### src/rtl/button_conditioner.sv
// Button conditioner: per-button 2-flop sync + debounce, rising-edge pulses
// with reset > skip > start priority, and a long-press detector on reset.
`timescale 1ns/1ps

// One button lane: synchronizer followed by a mismatch-run debounce counter.
module button_debounce #(
  parameter int DEBOUNCE_CYCLES = 400000
) (
  input  logic clk,
  input  logic rst,
  input  logic raw,
  output logic level
);
  localparam int CW = $clog2(DEBOUNCE_CYCLES + 1);
  localparam logic [CW-1:0] LAST = CW'(DEBOUNCE_CYCLES - 1);

  logic          s1, s2;
  logic [CW-1:0] cnt;

  // Sync raw input, then accept a new level after DEBOUNCE_CYCLES unbroken mismatches.
  always_ff @(posedge clk or negedge rst) begin
    if (!rst) begin
      s1    <= 1'b0;
      s2    <= 1'b0;
      cnt   <= '0;
      level <= 1'b0;
    end else begin
      s1 <= raw;
      s2 <= s1;
      if (s2 == level) begin
        cnt <= '0;
      end else if (cnt == LAST) begin
        level <= ~level;
        cnt   <= '0;
      end else begin
        cnt <= cnt + 1'b1;
      end
    end
  end
endmodule

module button_conditioner #(
  parameter int DEBOUNCE_CYCLES = 400000,
  parameter int LONG_CYCLES     = 80000000
) (
  input  logic       clk,
  input  logic       rst,
  input  logic       btn_start,
  input  logic       btn_skip,
  input  logic       btn_reset,
  output logic       start_pulse,
  output logic       skip_pulse,
  output logic       reset_pulse,
  output logic       long_reset_pulse,
  output logic [2:0] btn_level
);
  localparam int NUM_BTN = 3;
  localparam int HW = $clog2(LONG_CYCLES + 1);
  localparam logic [HW-1:0] HOLD_MAX  = HW'(LONG_CYCLES);
  localparam logic [HW-1:0] HOLD_LAST = HW'(LONG_CYCLES - 1);

  logic [NUM_BTN-1:0] raw;
  logic [NUM_BTN-1:0] deb;
  logic [NUM_BTN-1:0] rise;
  logic [HW-1:0]      hold;

  assign raw = {btn_reset, btn_skip, btn_start};

  genvar g;
  generate
    for (g = 0; g < NUM_BTN; g++) begin : g_btn
      button_debounce #(.DEBOUNCE_CYCLES(DEBOUNCE_CYCLES)) u_deb (
        .clk  (clk),
        .rst  (rst),
        .raw  (raw[g]),
        .level(deb[g])
      );
    end
  endgenerate

  // deb leads btn_level by one cycle, so this marks the cycle a level rises.
  assign rise = deb & ~btn_level;

  // Register levels and prioritised press pulses; lower-priority coincident presses are dropped.
  always_ff @(posedge clk or negedge rst) begin
    if (!rst) begin
      btn_level   <= '0;
      reset_pulse <= 1'b0;
      skip_pulse  <= 1'b0;
      start_pulse <= 1'b0;
    end else begin
      btn_level   <= deb;
      reset_pulse <= rise[2];
      skip_pulse  <= rise[1] & ~rise[2];
      start_pulse <= rise[0] & ~rise[1] & ~rise[2];
    end
  end

  // Long-press: count from the cycle after btn_level[2] rises, saturate, clear as the level falls.
  always_ff @(posedge clk or negedge rst) begin
    if (!rst) begin
      hold             <= '0;
      long_reset_pulse <= 1'b0;
    end else begin
      long_reset_pulse <= 1'b0;
      if (!deb[2]) begin
        hold <= '0;
      end else if (btn_level[2] && hold != HOLD_MAX) begin
        hold             <= hold + 1'b1;
        long_reset_pulse <= (hold == HOLD_LAST);
      end
    end
  end
endmodule

### config.mk
export PLATFORM = sky130hd
export DESIGN_NAME = button_conditioner
export DESIGN_NICKNAME = d
export VERILOG_FILES = /design/src/rtl/button_conditioner.sv
export SDC_FILE = /design/constraint.sdc
export NUM_CORES = 1
export LEC_CHECK = 0
export ABC_AREA = 1
export BUFFER_PORTS_ARGS = -buffer_cell sky130_fd_sc_hd__buf_2
export CAP_MARGIN = 0
export CORE_ASPECT_RATIO = 2
export CORE_MARGIN = 3
export CORE_UTILIZATION = 63
export DETAILED_ROUTE_END_ITERATION = 10
export HOLD_SLACK_MARGIN = 0.02
export PLACE_DENSITY = 0.8
export SLEW_MARGIN = 20
export SYNTH_ARGS = -nofsm -noshare
export SYNTH_HDL_FRONTEND = slang
export SYNTH_HIERARCHICAL = 1
export SYNTH_SLANG_ARGS = --single-unit
### constraint.sdc
create_clock -name clk -period 2.2 [get_ports clk]
set_clock_uncertainty 0.15 [all_clocks]
set_input_delay 0.44 -clock clk [delete_from_list [all_inputs] [get_ports clk]]
set_output_delay 0.44 -clock clk [all_outputs]
set_load 0.02 [all_outputs]
==> results of run 1 <==
layout make-up:
| type | count | area share, % |
|---|---|---|
| flip-flops and latches | 100 | 40.21 |
| multi-input cells | 579 | 45.62 |
| repair buffers | 19 | 2.091 |
| well taps | 100 | 2.010 |
| clock buffers | 11 | 3.900 |
| inverters | 91 | 5.489 |
| clock inverters | 5 | 0.6836 |
Yosys cell counts (all sizes together) (6+ instances only):
cell	count	share of area (%)
xor2	21	3.2
nor2	171	13
nand3	50	4.9
nor3b	6	0.79
nand4	30	3.3
inv	91	6.0
dfrtp	100	44
nor3	18	1.8
xnor2	12	2.2
nand2	240	17
o21ai	19	1.7
buf	6	0.72
worst max-delay path, stage by stage, from the launching register on:
cell	delay, ns
dfrtp_1	0.39
inv_1	0.10
ha_1	0.17
inv_1	0.04
nor2_1	0.10
nand2_1	0.05
nor2_1	0.14
nand2_2	0.12
nand2_2	0.09
nand2_4	0.08
inv_2	0.30
nand2_1	0.11
nand2_1	0.09
metrics by stage:
step / hold WS (ns) / setup slack [ns] / util (%) / instances / power [mW]
after global placement: 0.1826 / 0.3157 / 67.72 / 889 / 2.005
after detailed placement: 0.1879 / 0.2121 / 67.72 / 889 / 2.010
after CTS: 0.02318 / 0.1877 / 70.98 / 905 / 3.525
final: -0.02945 / 0.2059 / 70.98 / 905 / 3.488
after global routing: 0.03968 / 0.006688 / 70.98 / 905 / 3.619
after floorplan: -0.005591 / 0.5688 / - / 778 / 1.946
power by group through the flow:
| stage | Sequential, mW | Clock [mW] | Combinational [mW] |
|---|---|---|---|
| 4_1_cts | 1.87 | 1.55 | 0.105 |
| 6_report | 1.87 | 1.52 | 0.102 |
| 3_5_place_dp | 1.91 | 0 | 0.105 |
| 3_3_place_gp | 1.90 | 0 | 0.101 |
| 2_1_floorplan | 1.90 | 0 | 0.0433 |
| 5_1_grt | 1.87 | 1.63 | 0.118 |
sequential cells by signal, summed over array words and instances, names as in the netlist:
name	flops
start_pulse	1
g_btn.u_deb/s2	3
long_reset_pulse	1
reset_pulse	1
g_btn.u_deb/s1	3
hold	27
g_btn.u_deb/level	3
g_btn.u_deb/cnt	57
btn_level	3
skip_pulse	1
worst paths after layout:
check | depth (start not counted) | from | to | slack [ns]
setup / recovery | 12 | hold[0]$_DFFE_PN0P_ | hold[15]$_DFFE_PN0P_ | 0.21
hold / removal | 2 | rst | hold[7]$_DFFE_PN0P_ | -0.03
setup reg to reg | 12 | hold[0]$_DFFE_PN0P_ | hold[15]$_DFFE_PN0P_ | 0.21
hold reg to reg | 0 | g_btn[2].u_deb/s1$_DFF_PN0_ | g_btn[2].u_deb/s2$_DFF_PN0_ | 0.20
max in group asynchronous | 2 | rst | g_btn[1].u_deb/cnt[18]$_DFF_PN0_ | 1.48
min in group clk | 1 | btn_skip | g_btn[1].u_deb/s1$_DFF_PN0_ | 0.05
layer usage:
| layer | vias up | share of wire, % | global-route usage [%] |
|---|---|---|---|
| li1 | 2471 | - | - |
| met1 | 2313 | 40 | 30.27 |
| met2 | 105 | 54 | 47.14 |
| met3 | 39 | 3.1 | 4.568 |
| met4 | 0 | 3.2 | 10.89 |
| met5 | - | 0 | 0 |
cell families (layout without fill, tap and decap cells):
kind of cell / after synthesis / in the layout / synth area share, %
buffers and inverters: 99 / 126 / 6.811
AO/OA/AOI/OAI: 22 / 22 / 2.052
adder cells (fa/ha/maj): 5 / 5 / 1.091
flip-flops: 100 / 100 / 43.66
XOR/XNOR: 33 / 33 / 5.436
AND/OR/NAND/NOR: 519 / 519 / 40.95
==> parameters.txt, run 1 <==
Parameter                              Value

Run status
  Run status ... finished with violations
  Violated checks ... negative hold slack

Power and ir drop
  Logic gate share of total power ... 2.9%
  Power Dens Cells ... 560.5 nW/um^2
  Net switching component of the power ... 0.7894 mW
  Static Leakage ... 2.835 nW
  Int Pwr ... 2.699 mW
  Share of total power consumed by net switching ... 22.63%
  Clk network pwr share ... 43.5%
  Largest voltage drop on the vdd net ... 0.4817 mV
  Reg power frac ... 53.6%

Place
  I/O Buffers ... 11
  Total cell area at the placement stage ... 5938 um^2
  Estimated wirelength of the detail-placed design ... 9273 um
  Weighted congestion reported at the end of routability-driven placement ... 0.9387

STA
  Actual slew at the worst max-slew pin ... 0.5470 ns
  Peak Freq ... 501.5 MHz
  Worst relative slew slack ... 63.53%
  Sum of negative setup slack ... 0 ns
  WHS ... -0.02945 ns
  Minimum period implied by the final worst setup slack ... 1.994 ns
  Period utilisation layout ... 90.64%
  Endpoints failing hold ... 28
  Setup repair after global routing missed its margin ... no
  Setup violators final ... 0
  Final Max Slew Viols ... 0

Cells and area
  Multi-input gate area in the final layout ... 2839 um^2
  Most common cell after layout, fill and taps aside ... nand2_1
  Highest-count cells in the layout ignoring fill and taps ... nand2_1 (227), nor2_1 (146), dfrtp_1 (100), inv_1 (86), nand3_1 (44)
  Number of filler cells placed in the layout ... 719
  Number of diodes ... 0
  Area grow syn2layout ... 8.579%
  Total area of sequential cells ... 2502 um^2
  Share of layout cells above drive strength 1 ... 11.43%
  Net count, final ... 810
  Post-route cell area ... 6223 um^2

Floorplanning
  Io pins ... 12
  Standard-cell rows ... 48
  Die extent in y ... 140.9 um
  Die Outline Area ... 10350 um^2
  Die X ... 73.45 um
  Initial cell density of the core ... 65.37%
  Core Area ... 8768 um^2

Run
  Max-capacitance violation count ... 0

Setup path
  Data required time at the worst endpoint ... 2.33 ns
  Type of element launching the critical path ... flip-flop
  Arrival time worst endpoint ... 2.12 ns
  WS Path Type ... flip-flop to flip-flop
  Element type at the critical path end ... flip-flop
  Maximum fanout along the worst path ... 20

Drt
  Detailed-route via count ... 4928
  Wire length after detailed routing ... 12640 um
  Wirelength per Cell ... 13.96 um
  Post-route DRC ... 0
  Number of vias per cell ... 5.445
  Antenna violation net count after detailed routing ... 0
  Starting DRT DRC Count ... 296
  TritonRoute pass-1 iters ... 5

Hold path
  Hold Path Class ... input port to asynchronous set/reset pin

CTS
  Maximum buffer depth of the clock tree ... 2
  Quantity of gates resized following cts ... 0
  # H-tree levels ... 3
  CTS tree ... built
  Number of buffers added for setup after CTS ... 0
  Number of buffers added by the clock tree synthesis step ... 9
  Clock Pin Slew Worst Setup and Hold Paths ... 0.07 ns
  Clock latency of the later-clocked register in the worst-skew pair ... 0.34 ns
  Root buffer cell ... clkbuf_16
  Hold Buf Count CTS ... 0
  Clk sink count ... 100

Synth
  Share of synthesized flip-flops with an asynchronous set or reset ... 100.0%
  Sequential fraction of the synthesis area ... 43.66%
  Number of library cell types mapped by synthesis ... 28
  Synthesized instance count ... 778
  Number of synthesis warnings ... 6
  Netlist area before placement ... 5732 um^2
  Post-synth EDFFs ... 0
  Count of state elements after synthesis ... 100
  Syn_nets ... 788
  Average cell area after synthesis ... 7.367 um^2
  Most instantiated flip-flop cell in the synthesis netlist ... dfrtp_1

Global route
  Wire length of the first global-routing pass ... 21890 um
  Number of antenna violations at the first check in global routing ... 0
  Via count of the first global-routing pass ... 4996
  Aggregate global routing overflow ... 0
  Aggregate global-route resource usage ... 26.50%
  Pin count of the biggest net entering global routing ... 101
Note: power is estimated with default switching activity, not from simulation.
==> run 2, diff against run 1 <==
--- a/config.mk
+++ b/config.mk
@@ -8,12 +8,14 @@
 export ABC_AREA = 1
 export BUFFER_PORTS_ARGS = -buffer_cell sky130_fd_sc_hd__buf_2
 export CAP_MARGIN = 0
-export CORE_ASPECT_RATIO = 2
+export CORE_ASPECT_RATIO = 1.1
 export CORE_MARGIN = 3
 export CORE_UTILIZATION = 63
 export DETAILED_ROUTE_END_ITERATION = 10
+export GPL_TIMING_DRIVEN = 0
 export HOLD_SLACK_MARGIN = 0.02
 export PLACE_DENSITY = 0.8
+export REMOVE_ABC_BUFFERS = 1
 export SLEW_MARGIN = 20
 export SYNTH_ARGS = -nofsm -noshare
 export SYNTH_HDL_FRONTEND = slang
==> run 2 against run 1 <==
The flow now finishes without violations. Power decreased by 9.3%. Register-to-register slack improved by 0.02 ns. Combinational power about the same. Global-route usage decreased by 1.9 points. Fmax increased by 0.79%. Worst setup slack improved by 0.016 ns. Clock-buffer cell count decreased by 2. Sequential share of layout area increased by 0.43 points. Sequential cell count unchanged. Clock power decreased by 22%. Cell count increased by 0.88%. Design area decreased by 1.0%. Highest routed layer unchanged.
==> parameters.txt, run 2 (synthesized netlist as in run 1, its figures left out) <==
Parameter                              Value

Setup path
  Maximum fanout along the worst path ... 20 (unchanged)
  Type of element launching the critical path ... flip-flop (unchanged)
  Buffers plus inverters on the worst setup path ... 3 (unchanged)
  Data required time at the worst endpoint ... 2.36 ns (was 2.33 ns)
  Worst reg2reg startpoint ... hold[0]$_DFFE_PN0P_ (unchanged)
  Ordered list of cells on the worst path ... inv_1 > ha_1 > inv_1 > nor2_1 > nand2_1 > nor2_1 > nand2_2 > nand2_2 > nand2_4 > inv_6 > nand2_1 > nand2_1 (was inv_1 > ha_1 > inv_1 > nor2_1 > nand2_1 > nor2_1 > nand2_2 > nand2_2 > nand2_4 > inv_2 > nand2_1 > nand2_1)
  Biggest cell delay along the critical path ... 0.42 ns (was 0.39 ns)
  WS Path Type ... flip-flop to flip-flop (unchanged)
  Register-to-Register Setup Slack ... 0.22 ns (was 0.21 ns)
  Family of cells with the greatest summed delay on the critical path ... simple AND/OR/NAND/NOR gates (unchanged)
  Crit-path slowest cell ... dfrtp_1 (unchanged)
  Arrival time worst endpoint ... 2.14 ns (was 2.12 ns)
  Element type at the critical path end ... flip-flop (unchanged)
  Most common cell on crit path ... nand2_1 (unchanged)
  Crit path from ... hold[0]$_DFFE_PN0P_ (unchanged)

Drt
  Wirelength per Cell ... 13.01 um (was 13.96 um)
  Post-route DRC ... 0 (unchanged)
  Antenna violation net count after detailed routing ... 0 (unchanged)
  Detailed-route via count ... 4939 (was 4928)
  TritonRoute pass-1 iters ... 5 (unchanged)
  Number of vias per cell ... 5.410 (was 5.445)
  Starting DRT DRC Count ... 306 (was 296)
  Wire length after detailed routing ... 11870 um (was 12640 um)

Cells and area
  Number of diodes ... 0 (unchanged)
  Share of layout cells above drive strength 1 ... 10.85% (was 11.43%)
  Area grow syn2layout ... 7.487% (was 8.579%)
  Registers with the most flip-flops ... g_btn.u_deb/cnt x57, hold x27 (unchanged)
  Net count, final ... 807 (was 810)
  Flip-flop count of the largest register, all copies and words added ... 57 (unchanged)
  Most common cell after layout, fill and taps aside ... nand2_1 (unchanged)
  Highest-count cells in the layout ignoring fill and taps ... nand2_1 (227), nor2_1 (146), dfrtp_1 (99), inv_1 (86), nand3_1 (44) (was nand2_1 (227), nor2_1 (146), dfrtp_1 (100), inv_1 (86), nand3_1 (44))
  Post-route cell area ... 6161 um^2 (was 6223 um^2)
  Register name with the most flops ... g_btn.u_deb/cnt (unchanged)

Power and ir drop
  Largest voltage drop on the vdd net ... 0.3264 mV (was 0.4817 mV)
  Power Dens Cells ... 513.6 nW/um^2 (was 560.5 nW/um^2)
  Share of total power consumed by net switching ... 26.12% (was 22.63%)
  Power consumption ... 3.164 mW (was 3.488 mW)
  Reg power frac ... 59.1% (was 53.6%)
  Net switching component of the power ... 0.8264 mW (was 0.7894 mW)
  Int Pwr ... 2.338 mW (was 2.699 mW)
  Clk network pwr share ... 37.6% (was 43.5%)
  Static Leakage ... 2.773 nW (was 2.835 nW)
  Logic gate share of total power ... 3.3% (was 2.9%)

Global route
  Via count of the first global-routing pass ... 4893 (was 4996)
  Aggregate global-route resource usage ... 24.64% (was 26.50%)
  Pin count of the biggest net entering global routing ... 71 (was 101)
  Wire length of the first global-routing pass ... 21120 um (was 21890 um)
  Number of antenna violations at the first check in global routing ... 0 (unchanged)
  Aggregate global routing overflow ... 0 (unchanged)

Floorplanning
  Standard-cell rows ... 35 (was 48)
  Initial cell density of the core ... 66.44% (was 65.37%)
  Die Outline Area ... 10280 um^2 (was 10350 um^2)
  Core Area ... 8627 um^2 (was 8768 um^2)
  Die X ... 96.95 um (was 73.45 um)
  Die extent in y ... 106.0 um (was 140.9 um)
  Io pins ... 12 (unchanged)

Hold path
  Hold Path Class ... flip-flop to flip-flop (was input port to asynchronous set/reset pin)
  Hold wc startpoint ... g_btn[1].u_deb/s1$_DFF_PN0_

Place
  I/O Buffers ... 11 (unchanged)
  Estimated wirelength of the detail-placed design ... 8611 um (was 9273 um)
  Total cell area at the placement stage ... 5911 um^2 (was 5938 um^2)
  Weighted congestion reported at the end of routability-driven placement ... 0.8909 (was 0.9387)

CTS
  Clk sink count ... 100 (unchanged)
  Maximum buffer depth of the clock tree ... 2 (unchanged)
  Clock Pin Slew Worst Setup and Hold Paths ... 0.10 ns (was 0.07 ns)
  Number of buffers added for setup after CTS ... 0 (unchanged)
  CTS tree ... built (unchanged)
  Number of buffers added by the clock tree synthesis step ... 9 (unchanged)
  Clock latency of the later-clocked register in the worst-skew pair ... 0.39 ns (was 0.34 ns)
  Root buffer cell ... clkbuf_8 (was clkbuf_16)
  # H-tree levels ... 3 (unchanged)

STA
  Peak Freq ... 505.5 MHz (was 501.5 MHz)
  Period utilisation layout ... 89.93% (was 90.64%)
  Final Max Slew Viols ... 0 (unchanged)
  Setup violators final ... 0 (unchanged)
  Minimum period implied by the final worst setup slack ... 1.978 ns (was 1.994 ns)
  Endpoints failing hold ... 0 (was 28)
  Worst relative slew slack ... 56.30% (was 63.53%)
  Setup repair after global routing missed its margin ... no (unchanged)
  Actual slew at the worst max-slew pin ... 0.6555 ns (was 0.5470 ns)

Run status
  Run status ... finished clean (was finished with violations)

Run
  Max-capacitance violation count ... 0 (unchanged)
-- run 2: changes by cell type in the layout (fill, tap and decap cells not counted), sizes merged --
| cell | previous run | this run |
|---|---|---|
| buf | 19 | 12 |
| clkbuf | 11 | 9 |
| dlygate4sd3 | 0 | 4 |
| clkinvlp | 0 | 1 |
| inv | 94 | 95 |
-- run 2: area by class of cell --
cell class | count | area [um^2]
Clock buffer | 9 | 123.9
Tap cell | 111 | 138.9
Fill cell | 699 | 2466
Clock inverter | 7 | 75.07
Timing Repair Buffer | 16 | 128.9
Multi-Input combinational cell | 579 | 2844
Inverter | 91 | 346.6
Sequential cell | 100 | 2504
-- run 2: repair_timing --
item                       in CTS  in global routing
hold endpoints to repair       33                  0
resized for setup               2                  3
hold buffers                    4                  0
setup endpoints to repair      11                 20
-- run 2: worst register-to-register path: stages, from the launching register on --
cell and delay, ns:
dfrtp_1 0.42, inv_1 0.10, ha_1 0.17, inv_1 0.04
nor2_1 0.13, nand2_1 0.06, nor2_1 0.15, nand2_2 0.13
nand2_2 0.10, nand2_4 0.10, inv_6 0.19, nand2_1 0.09
nand2_1 0.08
-- run 2: stage by stage --
step	util [%]	setup TNS (ns)	hold WS, ns	std cells	setup WS [ns]
3_3_place_gp	68.12	-46.03	0.1852	892	-0.4689
6_report	71.41	0	0.2064	913	0.2216
4_1_cts	71.36	0	0.2082	913	0.08316
2_1_floorplan	-	0	-0.005591	770	0.4900
3_5_place_dp	68.51	-0.05453	0.1855	893	-0.03862
5_1_grt	71.41	0	0.2164	913	0.04377
-- run 2: per-layer routing --
metal | track usage (%) | vias up | wire length, um
met1 | 31.29 | 2331 | 5447
li1 | - | 2467 | -
met5 | 0 | - | 0
met4 | 8.526 | 0 | 266
met3 | 4.134 | 33 | 433
met2 | 42.75 | 108 | 5726
-- run 2: power groups by stage --
stage | registers [mW] | clock network (mW) | logic (mW)
finish | 1.87 | 1.19 | 0.105
floorplan | 1.90 | 0 | 0.0433
detailed placement | 1.91 | 0 | 0.103
global placement | 1.90 | 0 | 0.0915
CTS | 1.87 | 1.22 | 0.109
global route | 1.87 | 1.29 | 0.123
-- run 2: path summary, 6_finish.rpt --
| path | end | cells after the start |
|---|---|---|
| min in group asynchronous | g_btn[2].u_deb/cnt[12]$_DFF_PN0_ | 2 |
| max in group asynchronous | g_btn[1].u_deb/s1$_DFF_PN0_ | 3 |
| worst min register to register | g_btn[1].u_deb/s2$_DFF_PN0_ | 0 |
| worst min-delay path | g_btn[1].u_deb/s2$_DFF_PN0_ | 0 |
| worst max register to register | hold[4]$_DFFE_PN0P_ | 12 |
| worst max-delay path | hold[4]$_DFFE_PN0P_ | 12 |
==> run 3, diff against run 2 <==
--- a/config.mk
+++ b/config.mk
@@ -15,6 +15,7 @@
 export GPL_TIMING_DRIVEN = 0
 export HOLD_SLACK_MARGIN = 0.02
 export PLACE_DENSITY = 0.8
+export RECOVER_POWER = 50
 export REMOVE_ABC_BUFFERS = 1
 export SLEW_MARGIN = 20
 export SYNTH_ARGS = -nofsm -noshare
==> run 3 against run 2 <==
Sequential power hardly changed. Utilization is 0.35 points lower. Power is 0.20% lower. Worst hold slack stayed put. Worst setup slack hardly changed. First-iteration DRC count is 2.0% lower. Global-route usage stayed put. Combinational power is 6% lower.
==> parameters.txt, run 3 (synthesized netlist as in run 1, its figures left out) <==
Parameter                              Value

Global route
  Aggregate global-route resource usage ... 24.64% (unchanged)
  Met1 usage in global routing ... 31.29% (unchanged)
  Number of antenna violations at the first check in global routing ... 0 (unchanged)
  Aggregate global routing overflow ... 0 (unchanged)
  Busiest layer in global routing ... met2 (unchanged)
  Pin count of the biggest net entering global routing ... 71 (unchanged)
  Wire length of the first global-routing pass ... 21120 um (unchanged)
  Met3 layer usage reported by global route ... 4.134% (unchanged)
  Routing usage on met2 ... 42.75% (unchanged)
  Via count of the first global-routing pass ... 4893 (unchanged)

Cells and area
  Flip-flop count of the largest register, all copies and words added ... 57 (unchanged)
  Share of layout cells above drive strength 1 ... 10.72% (was 10.85%)
  Number of filler cells placed in the layout ... 706 (was 699)
  Register name with the most flops ... g_btn.u_deb/cnt (unchanged)
  Net count, final ... 807 (unchanged)
  Most common cell after layout, fill and taps aside ... nand2_1 (unchanged)
  Post-route cell area ... 6131 um^2 (was 6161 um^2)
  Number of diodes ... 0 (unchanged)
  Registers with the most flip-flops ... g_btn.u_deb/cnt x57, hold x27 (unchanged)
  Area grow syn2layout ... 6.964% (was 7.487%)
  Multi-input gate area in the final layout ... 2836 um^2 (was 2844 um^2)
  Fin cells ... 913 (unchanged)
  Total area of sequential cells ... 2504 um^2 (unchanged)
  Highest-count cells in the layout ignoring fill and taps ... nand2_1 (227), nor2_1 (146), dfrtp_1 (99), inv_1 (86), nand3_1 (44) (unchanged)

Setup path
  Element type at the critical path end ... flip-flop (unchanged)
  Setup crit end ... hold[4]$_DFFE_PN0P_ (unchanged)
  Type of element launching the critical path ... flip-flop (unchanged)
  Logic depth of the worst path, buffers included ... 12 (unchanged)
  Worst reg2reg startpoint ... hold[0]$_DFFE_PN0P_ (unchanged)
  Arrival time worst endpoint ... 2.14 ns (about the same)
  Register-to-Register Setup Slack ... 0.22 ns (about the same)
  WS Path Type ... flip-flop to flip-flop (unchanged)
  Buffers plus inverters on the worst setup path ... 3 (unchanged)
  Crit-path slowest cell ... dfrtp_1 (unchanged)
  Crit path from ... hold[0]$_DFFE_PN0P_ (unchanged)
  Family of cells with the greatest summed delay on the critical path ... simple AND/OR/NAND/NOR gates (unchanged)
  Ordered list of cells on the worst path ... inv_1 > ha_1 > inv_1 > nor2_1 > nand2_1 > nor2_1 > nand2_2 > nand2_2 > nand2_4 > inv_6 > nand2_1 > nand2_1 (unchanged)
  Endpoint of the lowest-slack register-to-register path ... hold[4]$_DFFE_PN0P_ (unchanged)
  Biggest cell delay along the critical path ... 0.42 ns (about the same)
  Most common cell on crit path ... nand2_1 (unchanged)
  Worst reg2reg path depth ... 12 (unchanged)
  Data required time at the worst endpoint ... 2.36 ns (about the same)
  Maximum fanout along the worst path ... 20 (unchanged)

CTS
  Root buffer cell ... clkbuf_8 (unchanged)
  CTS tree ... built (unchanged)
  Maximum buffer depth of the clock tree ... 2 (unchanged)
  Clock latency of the later-clocked register in the worst-skew pair ... 0.39 ns (about the same)
  # H-tree levels ... 3 (unchanged)
  Clk sink count ... 100 (unchanged)
  Number of buffers added by the clock tree synthesis step ... 9 (unchanged)
  Clock Pin Slew Worst Setup and Hold Paths ... 0.10 ns (about the same)

Floorplanning
  Die extent in y ... 106.0 um (unchanged)
  Die X ... 96.95 um (unchanged)
  Die Outline Area ... 10280 um^2 (unchanged)
  Core Area ... 8627 um^2 (unchanged)
  Standard-cell rows ... 35 (unchanged)
  Initial cell density of the core ... 66.44% (unchanged)
  Io pins ... 12 (unchanged)

STA
  Period utilisation layout ... 89.92% (was 89.93%)
  Endpoints failing hold ... 0 (unchanged)
  Final Max Slew Viols ... 0 (unchanged)
  Peak Freq ... 505.5 MHz (about the same)
  Setup repair after global routing missed its margin ... no (unchanged)
  Worst relative slew slack ... 44.56% (was 56.30%)
  Minimum period implied by the final worst setup slack ... 1.978 ns (about the same)
  Setup violators final ... 0 (unchanged)
  Actual slew at the worst max-slew pin ... 0.8257 ns (was 0.6555 ns)
  Final setup slack of the worst path ... 0.2217 ns (was 0.2216 ns)

Power and ir drop
  Power consumption ... 3.158 mW (was 3.164 mW)
  Clk network pwr share ... 37.7% (was 37.6%)
  Net switching component of the power ... 0.8252 mW (was 0.8264 mW)
  Static Leakage ... 2.760 nW (was 2.773 nW)
  Logic gate share of total power ... 3.1% (was 3.3%)
  Power Dens Cells ... 515.1 nW/um^2 (was 513.6 nW/um^2)
  Reg power frac ... 59.2% (was 59.1%)
  Int Pwr ... 2.333 mW (was 2.338 mW)
  Largest voltage drop on the vdd net ... 0.3264 mV (about the same)
  Share of total power consumed by net switching ... 26.13% (was 26.12%)

Run
  Max-capacitance violation count ... 0 (unchanged)

Place
  I/O Buffers ... 11 (unchanged)
  Total cell area at the placement stage ... 5911 um^2 (unchanged)
  Count of placed standard cells including taps ... 893 (unchanged)
  Estimated wirelength of the detail-placed design ... 8611 um (unchanged)
  Worst slack at placement ... -0.03862 ns (unchanged)
  Weighted congestion reported at the end of routability-driven placement ... 0.8909 (unchanged)

Drt
  Post-route DRC ... 0 (unchanged)
  Detailed-route via count ... 4937 (was 4939)
  Starting DRT DRC Count ... 300 (was 306)
  Number of vias per cell ... 5.407 (was 5.410)
  Wirelength per Cell ... 13.01 um (about the same)
  Antenna violation net count after detailed routing ... 0 (unchanged)
  Wire length after detailed routing ... 11880 um (was 11870 um)
  TritonRoute pass-1 iters ... 5 (unchanged)

Run status
  Run status ... finished clean (unchanged)

Hold path
  Hold Path Class ... flip-flop to flip-flop (unchanged)
## run 3: power by group through the flow
stage / clock (mW) / combinational, mW / sequential [mW]
after floorplan: 0 / 0.0433 / 1.90
after global placement: 0 / 0.0915 / 1.90
after detailed placement: 0 / 0.103 / 1.91
after CTS: 1.22 / 0.109 / 1.87
after global routing: 1.29 / 0.117 / 1.87
final: 1.19 / 0.0992 / 1.87
## run 3: worst min-delay path by stage
stage                                            from  slack (ns)                                to  depth (start not counted)
after floorplan                                   rst      -0.006            btn_level[0]$_DFF_PN0_                          0
after global placement    g_btn[2].u_deb/s1$_DFF_PN0_        0.19       g_btn[2].u_deb/s2$_DFF_PN0_                          0
after detailed placement                          rst        0.19  g_btn[2].u_deb/cnt[17]$_DFF_PN0_                          1
after CTS                 g_btn[1].u_deb/s1$_DFF_PN0_        0.21       g_btn[1].u_deb/s2$_DFF_PN0_                          0
after global routing      g_btn[1].u_deb/s1$_DFF_PN0_        0.22       g_btn[1].u_deb/s2$_DFF_PN0_                          0
final                     g_btn[1].u_deb/s1$_DFF_PN0_        0.21       g_btn[1].u_deb/s2$_DFF_PN0_                          0
## run 3: repair_timing
action,4_1_cts,5_1_grt
hold buffers,4,0
setup endpoints to repair,11,20
resized for setup,2,3
endpoints found under the hold margin,33,0
buffers inserted,0,0
## run 3: stage by stage
stage          util [%]  setup TNS [ns]  hold slack, ns
2_1_floorplan         -               0       -0.005591
3_3_place_gp      68.12          -46.03          0.1852
3_5_place_dp      68.51        -0.05453          0.1855
4_1_cts           71.36               0          0.2082
5_1_grt           71.07               0          0.2164
6_report          71.07               0          0.2064
## run 3: per-layer routing
metal | vias up | routed length, um | part of all wire [%]
li1 | 2467 | - | -
met1 | 2332 | 5460 | 46
met2 | 105 | 5727 | 48
met3 | 33 | 425 | 3.6
met4 | 0 | 266 | 2.2
met5 | - | 0 | 0
## run 3: cell type report
class | count | share of cell area [%]
tap | 111 | 2.265
clock inverter | 7 | 1.224
clock buffer | 9 | 2.020
timing repair buffer | 16 | 1.735
inverter | 91 | 5.653
sequential | 100 | 40.84
multi-input combinational | 579 | 46.27
